[config.mk]
export PLATFORM = sky130hd
export DESIGN_NAME = cla_seq
export DESIGN_NICKNAME = d
export VERILOG_FILES = /design/src/rtl/cla_seq_pkg.sv /design/src/rtl/cla4_slice.sv /design/src/rtl/cla_seq.sv
export SDC_FILE = /design/constraint.sdc
export NUM_CORES = 1
export LEC_CHECK = 0
export ABC_AREA = 1
export BUFFER_PORTS_ARGS = -buffer_cell sky130_fd_sc_hd__buf_2
export CORE_ASPECT_RATIO = 1.5
export CORE_MARGIN = 3
export CORE_UTILIZATION = 60
export DETAILED_ROUTE_END_ITERATION = 8
export PLACE_DENSITY_LB_ADDON = 0.05
export SLEW_MARGIN = 20
export SYNTH_ARGS = -nofsm -noshare
export SYNTH_HDL_FRONTEND = slang
export SYNTH_HIERARCHICAL = 1
export SYNTH_SLANG_ARGS = --single-unit
[constraint.sdc]
create_clock -name clk -period 3.93 [get_ports clk]
set_input_delay 0.786 -clock clk [delete_from_list [all_inputs] [get_ports clk]]
set_output_delay 0.786 -clock clk [all_outputs]
set_load 0.03 [all_outputs]
[src/rtl/cla_seq_pkg.sv]
// Shared types and constants for the nibble-serial carry-lookahead adder sequencer.
package cla_seq_pkg;

  typedef enum logic [1:0] {
    IDLE = 2'd0,
    RUN  = 2'd1,
    DONE = 2'd2
  } cla_seq_state_t;

  localparam int NIB_BITS = 4;

  // Width of the nibble index; kept at least 1 bit so the index is never zero-width.
  function automatic int idx_w(input int nib);
    if (nib <= 1) begin
      return 1;
    end else begin
      return $clog2(nib);
    end
  endfunction

endpackage

[src/rtl/cla4_slice.sv]
// Combinational 4-bit carry-lookahead adder slice with full lookahead carries C1..C4.
module cla4_slice (
  input  logic [3:0] a,
  input  logic [3:0] b,
  input  logic       cin,
  output logic [3:0] s,
  output logic       cout
);

  logic [3:0] w_g;
  logic [3:0] w_p;
  logic [4:0] w_c;

  assign w_g = a & b;
  assign w_p = a ^ b;

  assign w_c[0] = cin;
  assign w_c[1] = w_g[0] | (w_p[0] & cin);
  assign w_c[2] = w_g[1] | (w_p[1] & w_g[0]) | (w_p[1] & w_p[0] & cin);
  assign w_c[3] = w_g[2] | (w_p[2] & w_g[1]) | (w_p[2] & w_p[1] & w_g[0])
                | (w_p[2] & w_p[1] & w_p[0] & cin);
  assign w_c[4] = w_g[3] | (w_p[3] & w_g[2]) | (w_p[3] & w_p[2] & w_g[1])
                | (w_p[3] & w_p[2] & w_p[1] & w_g[0])
                | (w_p[3] & w_p[2] & w_p[1] & w_p[0] & cin);

  assign s    = w_p ^ w_c[3:0];
  assign cout = w_c[4];

endmodule

[src/rtl/cla_seq.sv]
// Wide add performed one nibble per clock on a single cla4_slice, carry chained in a register.
// Optional subtract support is compiled in with CLA_SEQ_SUB_EN.
module cla_seq
  import cla_seq_pkg::*;
#(
  parameter int NIB = 4
) (
  input  logic                    clk,
  input  logic                    rst_n,
  input  logic                    start,
  input  logic [NIB_BITS*NIB-1:0] a,
  input  logic [NIB_BITS*NIB-1:0] b,
  input  logic                    cin,
`ifdef CLA_SEQ_SUB_EN
  input  logic                    sub,
`endif
  output logic                    busy,
  output logic                    done,
  output logic [NIB_BITS*NIB-1:0] sum,
  output logic                    cout,
  output logic                    ovf
);

  localparam int W  = NIB_BITS * NIB;
  localparam int IW = idx_w(NIB);

  cla_seq_state_t r_state;
  cla_seq_state_t w_next;

  logic [W-1:0]  r_a;
  logic [W-1:0]  r_b;
  logic [W-1:0]  r_sum;
  logic [IW-1:0] r_idx;
  logic          r_carry;
  logic          r_cout;
  logic          r_ovf;
  logic          r_busy;
  logic          r_done;

  logic [W-1:0]  w_beff;
  logic          w_cin_eff;
  logic [3:0]    w_na;
  logic [3:0]    w_nb;
  logic [3:0]    w_s;
  logic          w_sc;
  logic          w_last;

`ifdef CLA_SEQ_SUB_EN
  logic r_sub;
  assign w_beff    = r_sub ? ~r_b : r_b;
  assign w_cin_eff = sub ? 1'b1 : cin;
`else
  assign w_beff    = r_b;
  assign w_cin_eff = cin;
`endif

  assign w_na   = r_a[{r_idx, 2'b00} +: NIB_BITS];
  assign w_nb   = w_beff[{r_idx, 2'b00} +: NIB_BITS];
  assign w_last = (r_idx == IW'(NIB - 1));

  cla4_slice u_slice (
    .a    (w_na),
    .b    (w_nb),
    .cin  (r_carry),
    .s    (w_s),
    .cout (w_sc)
  );

  // Next-state logic for the IDLE/RUN/DONE sequencer.
  always_comb begin
    w_next = r_state;
    case (r_state)
      IDLE: begin
        if (start) begin
          w_next = RUN;
        end else begin
          w_next = IDLE;
        end
      end
      RUN: begin
        if (w_last) begin
          w_next = DONE;
        end else begin
          w_next = RUN;
        end
      end
      DONE:    w_next = IDLE;
      default: w_next = IDLE;
    endcase
  end

  // State register plus registered busy/done decoded from the next state.
  always_ff @(posedge clk or negedge rst_n) begin
    if (!rst_n) begin
      r_state <= IDLE;
      r_busy  <= 1'b0;
      r_done  <= 1'b0;
    end else begin
      r_state <= w_next;
      r_busy  <= (w_next == RUN);
      r_done  <= (w_next == DONE);
    end
  end

  // Operand capture, nibble-serial accumulation and final flag registration.
  always_ff @(posedge clk or negedge rst_n) begin
    if (!rst_n) begin
      r_a     <= '0;
      r_b     <= '0;
      r_sum   <= '0;
      r_idx   <= '0;
      r_carry <= 1'b0;
      r_cout  <= 1'b0;
      r_ovf   <= 1'b0;
`ifdef CLA_SEQ_SUB_EN
      r_sub   <= 1'b0;
`endif
    end else begin
      case (r_state)
        IDLE: begin
          if (start) begin
            r_a     <= a;
            r_b     <= b;
            r_idx   <= '0;
            r_carry <= w_cin_eff;
`ifdef CLA_SEQ_SUB_EN
            r_sub   <= sub;
`endif
          end
        end
        RUN: begin
          r_sum[{r_idx, 2'b00} +: NIB_BITS] <= w_s;
          r_carry <= w_sc;
          r_idx   <= r_idx + IW'(1);
          if (w_last) begin
            r_cout <= w_sc;
            // Signed overflow: same-sign operands producing a result of the other sign.
            r_ovf  <= (r_a[W-1] == w_beff[W-1]) && (w_s[3] != r_a[W-1]);
          end
        end
        default: begin
        end
      endcase
    end
  end

  assign busy = r_busy;
  assign done = r_done;
  assign sum  = r_sum;
  assign cout = r_cout;
  assign ovf  = r_ovf;

endmodule

---- Yosys cells after proc, flatten, opt, wreduce, memory -nomap -nowiden ----
Cells that the tools add are included.
word-level totals
  bits of input ports ..................... 36
  output and inout port bits .............. 20
  register bits after elaboration ......... 57
operators by class
  add/subtract/negate cells ............... 2
  shifts and indexed selects .............. 4
  reduce and logical (&&, ||, !) cells .... 6
  muxes and demuxes ....................... 8
  equal/unequal tests ..................... 7
  bitwise gates (word level) .............. 29
operators by type and width
  kind                                                                    count
  16-bit by 5-bit indexed part select with 4-bit output                   2
  1-bit bitwise AND                                                       16
  16-bit bitwise mux                                                      1
  4-bit by 6-bit variable shift with 16-bit output, first input constant  1
  4-bit by 6-bit indexed part select with 16-bit output                   1
  1-bit bitwise OR                                                        10
  2-bit one-hot mux with 2 select lines                                   2
  4-bit XOR                                                               2
  4-bit negation with 6-bit output                                        1
  2-bit AND reduction                                                     3
  4-bit bitwise AND                                                       1
  2-bit by 1-bit == test with 1-bit output, second input constant         2
  2-bit == test, second input constant                                    2
  2-bit two-way mux                                                       2
  2-bit by 1-bit adder with 2-bit output, second input constant           1
  2-bit zero test                                                         1
  1-bit two-way mux                                                       2
  2-bit inequality test, second input constant                            1
  1-bit one-hot mux with 2 select lines                                   1
  2-bit nonzero test                                                      1
  1-bit == test                                                           1
  1-bit logical AND                                                       1
  1-bit inequality test                                                   1

---- Longest topological paths before layout ----
  depth after elaboration ................. 9
  mapped depth ............................ 19

---- By module ----
The synthesis kept the hierarchy.
by module, submodules not included
  module      cells an instance  sequential area each (µm²)  times used  area each (µm²)
  cla_seq     346                1,426.4                     1           2,790.2
  cla4_slice  31                 0.0                         1           188.9

---- Worst setup path after synthesis ----
OpenSTA, ideal clock, no wires.
  kind .................................... register -> register
  start point ............................. register r_idx[0]
  end point ............................... register r_ovf (netlist: ovf)
  arrival ................................. 2.037 ns
  path buffers ............................ 2
  required time ........................... 3.813 ns
  clock period less this slack ............ 2.154 ns
  cell stages (with the launch flop) ...... 17
  library setup time ...................... 0.117 ns
  setup slack ............................. 1.776 ns
  cells stage by stage .................... dfrtp_1 buf_4 inv_2 buf_2 nand2_1 o211ai_1 nand2_1 ha_1 or2_0 nand2_1 nand3_1 nand2_1 inv_1 nand2_1 nand2_1 nand3_1 nand2_1
between the ends
  longest elaborated chain between the ends .. 9
  elaborated cells on any way between the ends .. 17
RTL lines
  element                                                       RTL line                            RTL
  from (decl)                                                   cla_seq.sv:33                       logic [IW-1:0] r_idx;
  from (signal assigned)                                        cla_seq.sv:134                      r_idx <= r_idx + IW'(1);
  16-bit by 5-bit indexed part select with 4-bit output *       cla_seq.sv:57                       assign w_na = r_a[{r_idx, 2'b00} +: NIB_BITS];
  via w_na[2]                                                   cla_seq.sv:42                       logic [3:0] w_na;
  4-bit XOR                                                     cla4_slice.sv:15                    assign w_p = a ^ b;
  1-bit bitwise AND (on tied branches)                          cla4_slice.sv:20, cla4_slice.sv:21
  1-bit bitwise OR, or another cell as far along                cla4_slice.sv:20                    assign w_c[3] = w_g[2] | (w_p[2] & w_g[1]) | (w_p[2] & w_p[1] & w_g[0])
  1-bit bitwise OR / 1-bit bitwise AND (equally long branches)  cla4_slice.sv:20, cla4_slice.sv:21
  1-bit bitwise OR *                                            cla4_slice.sv:21                    | (w_p[2] & w_p[1] & w_p[0] & cin);
  4-bit XOR *                                                   cla4_slice.sv:26                    assign s = w_p ^ w_c[3:0];
  via w_s[3]                                                    cla_seq.sv:44                       logic [3:0] w_s;
  1-bit inequality test *                                       cla_seq.sv:138                      r_ovf <= (r_a[W-1] == w_beff[W-1]) && (w_s[3] != r_a[W-1]);
  1-bit logical AND *                                           cla_seq.sv:138
  to (signal assigned)                                          cla_seq.sv:138
  to (decl)                                                     cla_seq.sv:36                       logic r_ovf;
Mark *: on every way through the listed nets, which the timed path passes. The rest lies on a longest branch.
A chain may end at the register's enable or synchronous reset.

---- Worst setup path in the final report ----
Ends and elaborated chain as after synthesis.

==> flow_summary.ini <==
[run_status]
status = completed

[yosys]
ys_seq_area_share_pct = 47.88
synthCells = 377
synth_cell_types = 27
postSynth.topFlopCell = dfrtp_1
async_flop_share_pct = 100.0
synthTopCellsByCount = nand2_1 (152), dfrtp_1 (57), inv_1 (38)
yosysWarnings = 6
synth_top_area_cell = dfrtp_1
syn_avg_cell_area_um2 = 7.902
synthTopCellsByArea = dfrtp_1 (48%), nand2_1 (19%), nand3_1 (5.5%)
synth_seq_cells = 57
synth_nets = 423
synth_area_um2 = 2979
synth.most_common_cell = nand2_1
synth_edf_count = 0
synth_top_cell_area_share_pct = 47.88

[timing]
fin_crit_ns = 2.794
finalMaxSlewViolations = 0
timing.fmax_mhz = 357.9
finalHoldViolations = 0
max_slew_margin_pct = 56.82
final.setup_skew_ns = 0.007389
rsz0062_at_grt = false
post-route-period-util_pct = 71.09
worst_pin_slew_ns = 0.6477
tns_ns = 0
setup_viol = 0

[detailed_routing]
ant_nets = 0
wl_per_cell_um = 12.65
routed_via_density = 5.072
drt_iter0_drc = 113
drc_errors = 0
vias = 2521
wirelength_um = 6288
firstDrtPassIters = 4

[critical_path]
crit_path_frequent_cell = nand2_1
cp.arrival_ns = 3.03
cp_data_required_time_ns = 4.17
end_kind = flop
startpoint_type = flop
max_stage_delay_ns = 0.76
cp_cell_sequence = inv_2 -> nor2_1 -> nor2_1 -> o21ai_0 -> nand2_1 -> ha_1 -> or2_0 -> nand2_1 -> nand3_1 -> nand2_1 -> inv_1 -> nand2_1 -> nand2_1 -> nand3_1 -> nand2_1
r2r_setup_slack_ns = 1.14
reg2reg_depth = 15
crit_path_start = r_idx[0]
path_max_fanout = 25
crit_cells = 15
path_class = flop to flop
crit_path_top_delay_cell = dfrtp_1
critical-path-top-delay-family = simple AND/OR/NAND/NOR gates
r2r-start = r_idx[0]
cp_num_buf_inv = 2

[layout]
synthToLayoutAreaGrowth_pct = 13.78
drive_gt1_share_pct = 18.48
n_antenna_cell = 0
nets = 474

[clocking]
ctsHoldBuffers = 0
insertion_delay_ns = 0.35
clockBufferDepth = 2
cts_sinks = 57
cts_tree = yes
root_buffer = clkbuf_8
ctsResizeCount = 0
cts_made_buffers = 9
postCtsSetupBuffers = 0
cts.clk_slew.worst_paths_ns = 0.06
htree_num_levels = 3

[die]
rows = 30
die-area_um2 = 5864
pin_count = 56
die_y_um = 92.30
fp.dieW_um = 63.54
initial_core_util_pct = 64.01
core_area_um2 = 4654

[power]
swShare_pct = 49.78
vdd_drop_max_uv = 452.0
power-per-cell-area_nw_per_um2 = 983.5
p_int_mw = 1.674
switchingPower_mw = 1.659
combPwrFrac_pct = 55.4
seq_power_share_pct = 31.3
power_mw = 3.334
leakage_nw = 1.973
power_frac_clock_pct = 13.3

[global_routing]
antenna_found_initial = 0
grt_start_max_net_pins = 43
grt_pass1_vias = 2387
track_usage_pct = 23.34
grt_pass1_wl_um = 10420
overflow = 0

[place]
dp_hpwl_um = 4622
io_buffers = 55
place_congestion = 0.9110

[worst_hold_path]
min_path_type = primary input to async pin

[run]
cap_violations = 0
-- cell usage in the layout (no fill, tap or decap), types with 9 or more instances in the layout --
master / count
nand2_1: 152
buf_2: 55
ha_1: 9
inv_1: 38
o21ai_0: 14
nand3_1: 33
dfrtp_1: 57
nor2_1: 25
clkbuf_8: 9
-- worst reg2reg max path, cell delays in order, from the launching register on --
cell and delay [ns]:
dfrtp_1 0.76, inv_2 0.36, nor2_1 0.18, nor2_1 0.05, o21ai_0 0.09, nand2_1 0.08, ha_1 0.35, or2_0 0.22
nand2_1 0.08, nand3_1 0.06, nand2_1 0.15, inv_1 0.09, nand2_1 0.06, nand2_1 0.04, nand3_1 0.07, nand2_1 0.05
-- final timing paths --
kind,end
setup / recovery,ovf
hold / removal,sum[15]
setup reg to reg,ovf
hold reg to reg,r_b[0]
max in group asynchronous,r_a[1]
min in group clk,r_b[0]
-- power by group through the flow --
stage	Sequential (mW)	Combinational, mW	Clock [mW]
floorplan	1.10	1.38	0
global placement	1.05	1.76	0
detailed placement	1.05	1.82	0
finish	1.04	1.85	0.445
global route	1.08	2.10	0.478
CTS	1.04	1.83	0.451
-- state kept, by name, indices dropped and copies added, names as in the netlist --
register / count
sum: 16
done: 1
r_carry: 1
r_state: 2
cout: 1
r_b: 16
ovf: 1
r_a: 16
busy: 1
r_idx: 2
-- cell type report --
type                            instances  area [µm²]
Timing Repair Buffer                   56       282.8
Tap cell                               64       80.08
Sequential cell                        57        1426
Inverter                               40       150.1
Fill cell                             412        1265
Clock buffer                           12       135.1
Multi-Input combinational cell        264        1295
Clock inverter                          4       20.02
-- stage by stage --
| stage | setup WS [ns] | cells | hold WS (ns) | util, % | cell area [µm²] |
|---|---|---|---|---|---|
| global route | 0.8597 | 497 | 0.4781 | 72.82 | 3390 |
| global placement | 1.365 | 481 | 0.4549 | 69.49 | 3234 |
| floorplan | 1.776 | 377 | 0.4366 | - | 2979 |
| detailed placement | 1.217 | 481 | 0.4551 | 69.49 | 3234 |
| finish | 1.136 | 497 | 0.4335 | 72.82 | 3390 |
| CTS | 1.200 | 497 | 0.4519 | 72.82 | 3390 |
-- routing by layer --
layer | vias to the layer above | part of all wire, % | GRT usage [%]
li1 | 1281 | - | -
met2 | 69 | 54 | 42.02
met4 | 0 | 2.5 | 13.15
met5 | - | 0 | 0
met1 | 1158 | 38 | 24.70
met3 | 13 | 5.0 | 5.097
-- kinds of logic (layout without fill, tap and decap cells) --
logic type / count (synthesis) / in the layout / share of synthesized area (%)
xor+xnor: 1 / 1 / 0.2940
flops: 57 / 57 / 47.88
fa+ha+maj: 10 / 10 / 4.452
buf+inv: 56 / 112 / 8.652
compound gates: 31 / 31 / 6.552
simple gates: 222 / 222 / 32.17
Note: power is estimated with default switching activity, not from simulation.
